==> src/rtl/regfile_write_arbiter.sv <==
// Sole owner of the register file write port: clears every entry after reset or on
// request, otherwise grants one round-robin valid/ready requester per cycle.
module regfile_write_arbiter #(
  parameter int NREQ  = 2,
  parameter int AW    = 6,
  parameter int DW    = 64,
  parameter int DEPTH = 64
) (
  input  logic              clk,
  input  logic              rst_n,
  input  logic              clear_start,
  input  logic [NREQ-1:0]   req_valid,
  input  logic [NREQ*AW-1:0] req_addr,
  input  logic [NREQ*DW-1:0] req_data,
  output logic [NREQ-1:0]   req_ready,
  output logic [AW-1:0]     rf_addressw,
  output logic [DW-1:0]     rf_writeData,
  output logic              rf_writeEn,
  output logic              busy,
  output logic              dbg_state
);

  localparam int PW = (NREQ > 1) ? $clog2(NREQ) : 1;

  typedef enum logic {CLEAR = 1'b0, ARB = 1'b1} state_t;

  state_t        state;
  logic [AW-1:0] clr_cnt;
  logic [PW-1:0] rr_ptr;
  logic [PW-1:0] grant;
  logic [PW-1:0] grant_next;
  logic          any_valid;
  logic          hs;

  // Handshake: a write transfers on a clk edge where req_valid[i] & req_ready[i].
  // Ready is a function of state, clear_start and req_valid only, never addr/data.
  always_comb begin
    grant     = '0;
    any_valid = 1'b0;
    for (int k = 0; k < NREQ; k++) begin
      if (!any_valid && req_valid[(int'(rr_ptr) + k) % NREQ]) begin
        grant     = PW'((int'(rr_ptr) + k) % NREQ);
        any_valid = 1'b1;
      end
    end
  end

  // A clear request in ARB pre-empts every requester in the same cycle.
  assign req_ready  = (state == ARB && !clear_start && any_valid) ? (NREQ'(1) << grant) : '0;
  assign hs         = |req_ready;
  assign grant_next = (grant == PW'(NREQ - 1)) ? '0 : grant + PW'(1);
  assign busy       = (state == CLEAR);
  assign dbg_state  = state;

  always_ff @(posedge clk or negedge rst_n) begin
    if (!rst_n) begin
      state        <= CLEAR;
      clr_cnt      <= '0;
      rr_ptr       <= '0;
      rf_writeEn   <= 1'b0;
      rf_addressw  <= '0;
      rf_writeData <= '0;
    end else begin
      case (state)
        CLEAR: begin
          rf_writeEn   <= 1'b1;
          rf_addressw  <= clr_cnt;
          rf_writeData <= '0;
          if (clr_cnt == AW'(DEPTH - 1)) begin
            clr_cnt <= '0;
            state   <= ARB;
          end else begin
            clr_cnt <= clr_cnt + AW'(1);
          end
        end
        ARB: begin
          if (clear_start) begin
            state      <= CLEAR;
            clr_cnt    <= '0;
            rf_writeEn <= 1'b0;
          end else if (hs) begin
            rf_addressw  <= req_addr[int'(grant)*AW +: AW];
            rf_writeData <= req_data[int'(grant)*DW +: DW];
            // Register x0 is hardwired zero: accept the request but drop the write.
            rf_writeEn   <= (req_addr[int'(grant)*AW +: AW] != '0);
            rr_ptr       <= grant_next;
          end else begin
            rf_writeEn <= 1'b0;
          end
        end
        default: state <= CLEAR;
      endcase
    end
  end

endmodule

==> config.mk <==
export PLATFORM = sky130hd
export DESIGN_NAME = regfile_write_arbiter
export DESIGN_NICKNAME = d
export VERILOG_FILES = /design/src/rtl/regfile_write_arbiter.sv
export SDC_FILE = /design/constraint.sdc
export NUM_CORES = 1
export LEC_CHECK = 0
export CORE_UTILIZATION = 35
export DETAILED_ROUTE_END_ITERATION = 8
export HOLD_SLACK_MARGIN = 0.05
export PLACE_DENSITY = 0.76
export SLEW_MARGIN = 20
export SYNTH_ARGS = -nofsm -noshare
export SYNTH_HDL_FRONTEND = slang
export SYNTH_SLANG_ARGS = --single-unit
==> constraint.sdc <==
create_clock -name clk -period 1.6 [get_ports clk]
set_input_delay 0.16 -clock clk [delete_from_list [all_inputs] [get_ports clk]]
set_output_delay 0.16 -clock clk [all_outputs]
set_load 0.005 [all_outputs]
==> flow_summary.ini, run 1 <==
[outcome]
status = complete, no violations

[placement]
place_area_mm2 = 0.00596
dpl_worst_slack_ps = -258
port_buffers = 219
gp_congestion = 0.778
dp.final_hpwl_um = 7980
place_inst = 635

[cts]
cts_tree = built
htreeDepth = 3
clockBufferDepth = 2
clkTransAtPathRegs_ps = 90
worstSkewPairLatency_ps = 340
cts.sinks = 79
cts_made_buffers = 9
cts-root-buf = clkbuf_8

[timing]
worst_slack_ps = 74.0
timing.fmax_mhz = 655
rsz0062_at_grt = false
tightest_slew_ps = 429
drv_slew = 0
finalSetupViolCount = 0
fin_skew_ps = 11.9
post-route-period-util = 0.954
final_hold_viol_count = 0
finalCriticalPeriod_ps = 1530
slew_headroom = 0.714

[die]
die_w_um = 103
dieArea_mm2 = 0.0107
core_mm2 = 0.00986
io_pins = 220
die_height_um = 103
start_util = 0.364
rows = 36

[critical_path]
crit_arrival_ps = 1370
r2r_slack_ps = 80
critPathRequiredTime_ps = 1440
path_class = flop to primary output
cp_max_fo = 4
start_kind = flop
endpoint_kind = primary output

[logic_synthesis]
syn-num-nets = 440
ys_top_cells_by_area = dfrtp_1 55%, a22o_1 16%, a21o_1 13%
async_flop_share = 1.00
yosys_register_bits = 79
yosys_warnings = 0
synth.cell_area_mm2 = 0.00359
synth_edf_count = 0
synth_flop_cell = dfrtp_1
syn-instance-count = 294
synth_cell_type_count = 34
syn_avg_cell_area_um2 = 12.2
yosys.area.top_type = dfrtp_1
yosysTopAreaCellShare = 0.551
ys_seq_area_frac = 0.551

[global_routing]
grt_remaining_overflow = 0
antenna_found_initial = 0
grt_pass1_wl_um = 16000
grt.total_usage = 0.198
grt_max_degree = 80
grt_pass1_vias = 3224

[cells_and_area]
nets = 661
fin_util = 0.631
drive_above_1_share = 0.0769
mostFrequentLayoutCell = clkdlybuf4s50_1
fin_area_mm2 = 0.00622
final_cell_mix = 214 x clkdlybuf4s50_1, 78 x dfrtp_1, 64 x a22o_1, 64 x a21o_1, 10 x buf_4
area_growth_pct = 73.4
stdcell_count = 653
diodes = 0

[power]
seqPwrFrac = 0.462
pwr-share-clk = 0.306
power_switching_uw = 1350
switching_share = 0.259
max-vdd-ir-drop_mv = 0.500
internal_power_uw = 3860
pwr-share-comb = 0.232
p_per_area_mw_per_mm2 = 837
p_total_uw = 5200
p_leak_uw = 0.00317

[detailed_routing]
vias = 3352
ant_nets = 0
drc = 0
via_per_inst = 5.13
routed_wl_um = 11000
drt_iter0_markers = 123
wl_per_cell_um = 16.8
drtPass1Iterations = 4

[worst_hold_path]
hold_path_class = input port to asynchronous set/reset pin

[flow_run]
cap_violations = 0
==> cells by family after synthesis <==
family                   Yosys count  synth area share
AND/OR/NAND/NOR                   22            0.0318
AO/OA/AOI/OAI                    153             0.339
buffers and inverters             29            0.0468
multiplexers                       7            0.0199
adder cells (fa/ha/maj)            1           0.00349
flip-flops                        79             0.551
XOR/XNOR                           3           0.00733
==> per-layer routing <==
layer  GRT usage  routed length, um  vias up
met5           0                  0        -
met4      0.0618                134        0
met3      0.0618                996       10
met2       0.343               5470      147
met1       0.235               4400     1634
li1            -                  -     1561
==> flip-flops by register name, indices dropped and copies added, names as in the netlist <==
register	cells
rf_addressw	6
dbg_state	1
rf_writeData	64
rr_ptr	1
clr_cnt	6
rf_writeEn	1
==> stage by stage <==
stage               setup TNS [ps]  hold slack [ps]
floorplan                        0             -136
global placement            -12840              218
detailed placement          -14680              223
CTS                          -2600              384
global route                     0              382
finish                           0              369
==> power by group through the flow <==
stage | combinational (uW) | clock (uW) | sequential, uW
6_report | 1210 | 1590 | 2400
5_1_grt | 1310 | 1730 | 2420
4_1_cts | 1240 | 1650 | 2400
3_5_place_dp | 1220 | 0 | 2430
3_3_place_gp | 1180 | 0 | 2420
2_1_floorplan | 466 | 0 | 2380
==> cells in the mapped netlist, types with 2 or more instances <==
library cell / instances
a21o_1: 64
a21oi_1: 2
a22o_1: 64
a22oi_1: 6
and3_1: 2
buf_2: 14
buf_6: 5
clkbuf_1: 6
dfrtp_1: 79
inv_1: 2
mux2i_1: 6
nand2_1: 7
nand3_1: 3
nor2_1: 4
nor4_1: 2
o21ai_1: 7
o22ai_1: 3
xnor2_1: 2
==> worst paths after layout <==
| path | to | startpoint | cells past startpoint |
|---|---|---|---|
| worst max-delay path | dbg_state | dbg_state | 2 |
| worst min-delay path | rf_writeData[62] | rst_n | 3 |
| worst max register to register | rf_writeData[30] | dbg_state | 6 |
| worst min register to register | rf_addressw[1] | rf_addressw[1] | 2 |
| max in group asynchronous | rf_writeData[31] | rst_n | 3 |
| min in group clk | rf_writeData[45] | req_data[109] | 2 |
==> cell type report <==
| type | count | area, um2 |
|---|---|---|
| Clock buffer | 10 | 128 |
| Clock inverter | 6 | 85.1 |
| Tap cell | 133 | 166 |
| Sequential cell | 79 | 1980 |
| Fill cell | 805 | 3640 |
| Multi-Input combinational cell | 186 | 1460 |
| Timing Repair Buffer | 236 | 2390 |
| Inverter | 3 | 11.3 |
==> critical path, stage by stage (launching register included) <==
cell,delay (ps)
dfrtp_1,410
buf_6,140
clkdlybuf4s50_1,490
==> what timing repair did <==
item	4_1_cts	5_1_grt
hold buffers	1	0
setup endpoints to repair	4	44
resized for setup	6	11
buffers inserted	2	0
hold endpoints to repair	79	0
pin swaps	1	1
Note: power is estimated with default switching activity, not from simulation.
==> inputs of run 2 (changes only) <==
CORE_UTILIZATION = 37   (was 35)
PLACE_DENSITY = 0.79   (was 0.76)
SETUP_SLACK_MARGIN = 0.1   (was unset)
==> run 2 against run 1 <==
Against the previous run: sequential power barely moved; total power fell by 1.9%; worst hold slack better by 5.8 ps; wire length up 8.6%; sequential share of layout area down 0.37 points; critical path depth rose by 4; largest cell class unchanged; highest routed layer unchanged.
==> flow_summary.ini, run 2 (synthesized netlist as in run 1, its figures left out) <==
[outcome]
status = complete, no violations

[die]
die_height_um = 100
die_w_um = 100
rows = 35
core_mm2 = 0.00933
dieArea_mm2 = 0.0101
io_pins = 220
start_util = 0.384

[power]
p_total_uw = 5100
p_per_area_mw_per_mm2 = 811
internal_power_uw = 3730
pwr-share-clk = 0.288
pwr-share-comb = 0.243
power_switching_uw = 1380
max-vdd-ir-drop_mv = 0.487
switching_share = 0.270
p_leak_uw = 0.00320
seqPwrFrac = 0.470

[cells_and_area]
largest_register_ffs = 64
nets = 667
fin_util = 0.675
drive_above_1_share = 0.0875
top_register = rf_writeData
fillers = 735
diodes = 0
mostFrequentLayoutCell = clkdlybuf4s50_1
reg.largest.list = rf_writeData x64, clr_cnt x6, rf_addressw x6
area_growth_pct = 75.5
fin_area_mm2 = 0.00629
final_cell_mix = 214 x clkdlybuf4s50_1, 78 x dfrtp_1, 64 x a22o_1, 64 x a21o_1, 11 x buf_4

[detailed_routing]
ant_nets = 0
via_per_inst = 5.18
drtPass1Iterations = 4
vias = 3391
wl_per_cell_um = 18.2
drc = 0
routed_wl_um = 12000
drt_iter0_markers = 78

[critical_path]
crit_arrival_ps = 1720
path_common_cell = buf_6
slowest_stage = dfrtp_1
cp_max_fo = 20
path_cells = buf_6 -> buf_6 -> o21a_4 -> clkbuf_16 -> a22o_1 -> a21o_1
slowest_delay_ps = 420
endpoint_kind = flop
start_kind = flop
worst-path-buf-inv = 3
cp_top_family = compound AO/OA/AOI/OAI gates
critPathRequiredTime_ps = 1840
path_class = flop to flop

[cts]
cts-root-buf = clkbuf_8
clkTransAtPathRegs_ps = 80
htreeDepth = 3
cts.sinks = 79
cts_made_buffers = 9
cts_tree = built
worstSkewPairLatency_ps = 350
clockBufferDepth = 2

[global_routing]
grt_max_degree = 80
antenna_found_initial = 0
grt_pass1_wl_um = 17500
grt_pass1_vias = 3567
grt_remaining_overflow = 0
grt.total_usage = 0.225

[placement]
gp_congestion = 0.763
port_buffers = 219
dp.final_hpwl_um = 8060
place_area_mm2 = 0.00593

[timing]
tightest_slew_ps = 450
rsz0062_at_grt = true
timing.fmax_mhz = 676
post-route-period-util = 0.925
finalSetupViolCount = 0
slew_headroom = 0.700
fin_skew_ps = 12.5
drv_slew = 0
final_hold_viol_count = 0
finalCriticalPeriod_ps = 1480

[worst_hold_path]
hold_path_class = input port to asynchronous set/reset pin

[flow_run]
cap_violations = 0
==> run 2: metal layers <==
layer  global-route usage  share of wire
met4               0.0903          0.017
met3               0.0766          0.086
met1                0.248           0.40
met2                0.396           0.50
met5                    0              0
==> run 2: path summary, 6_finish.rpt <==
check,slack (ps),startpoint,cells past startpoint,endpoint
setup reg to reg,120,dbg_state,6,rf_writeData[17]
setup / recovery,120,dbg_state,6,rf_writeData[17]
min in group clk,380,req_data[99],2,rf_writeData[35]
hold / removal,370,rst_n,3,rf_writeData[25]
max in group asynchronous,840,rst_n,3,rr_ptr
hold reg to reg,520,rf_addressw[0],2,rf_addressw[0]
==> run 2: cell type report <==
class,instances,area [um2],area share
Multi-Input combinational cell,186,1460,0.233
Clock inverter,5,58.8,0.00935
Clock buffer,11,131,0.0209
Sequential cell,79,1980,0.314
Timing Repair Buffer,242,2490,0.395
Tap cell,129,161,0.0257
Inverter,3,11.3,0.00179
==> run 2: stage by stage <==
step	hold slack, ps	std cells	setup slack [ps]	TNS [ps]
detailed placement	223	629	-346	-18180
global placement	221	629	-276	-15410
finish	374	655	120	0
floorplan	-136	294	189	0
global route	369	655	80.2	0
CTS	366	649	67.3	0
==> run 2: power groups by stage <==
stage	Sequential (uW)	Combinational [uW]	Clock (uW)
2_1_floorplan	2380	466	0
3_3_place_gp	2410	1170	0
3_5_place_dp	2430	1200	0
4_1_cts	2400	1220	1520
5_1_grt	2420	1350	1580
6_report	2400	1240	1470
==> run 2: worst min-delay path, cell delays in order <==
cell and delay (ps):
dlygate4sd3_1 540, buf_4 120, buf_12 330
==> run 2: what timing repair did <==
action / in CTS / in global routing
pin swaps: 1 / 2
resized for setup: 9 / 10
hold buffers: 1 / 0
setup endpoints to repair: 53 / 55
hold endpoints to repair: 79 / 0
cloned: 0 / 4
buffers inserted: 3 / 2
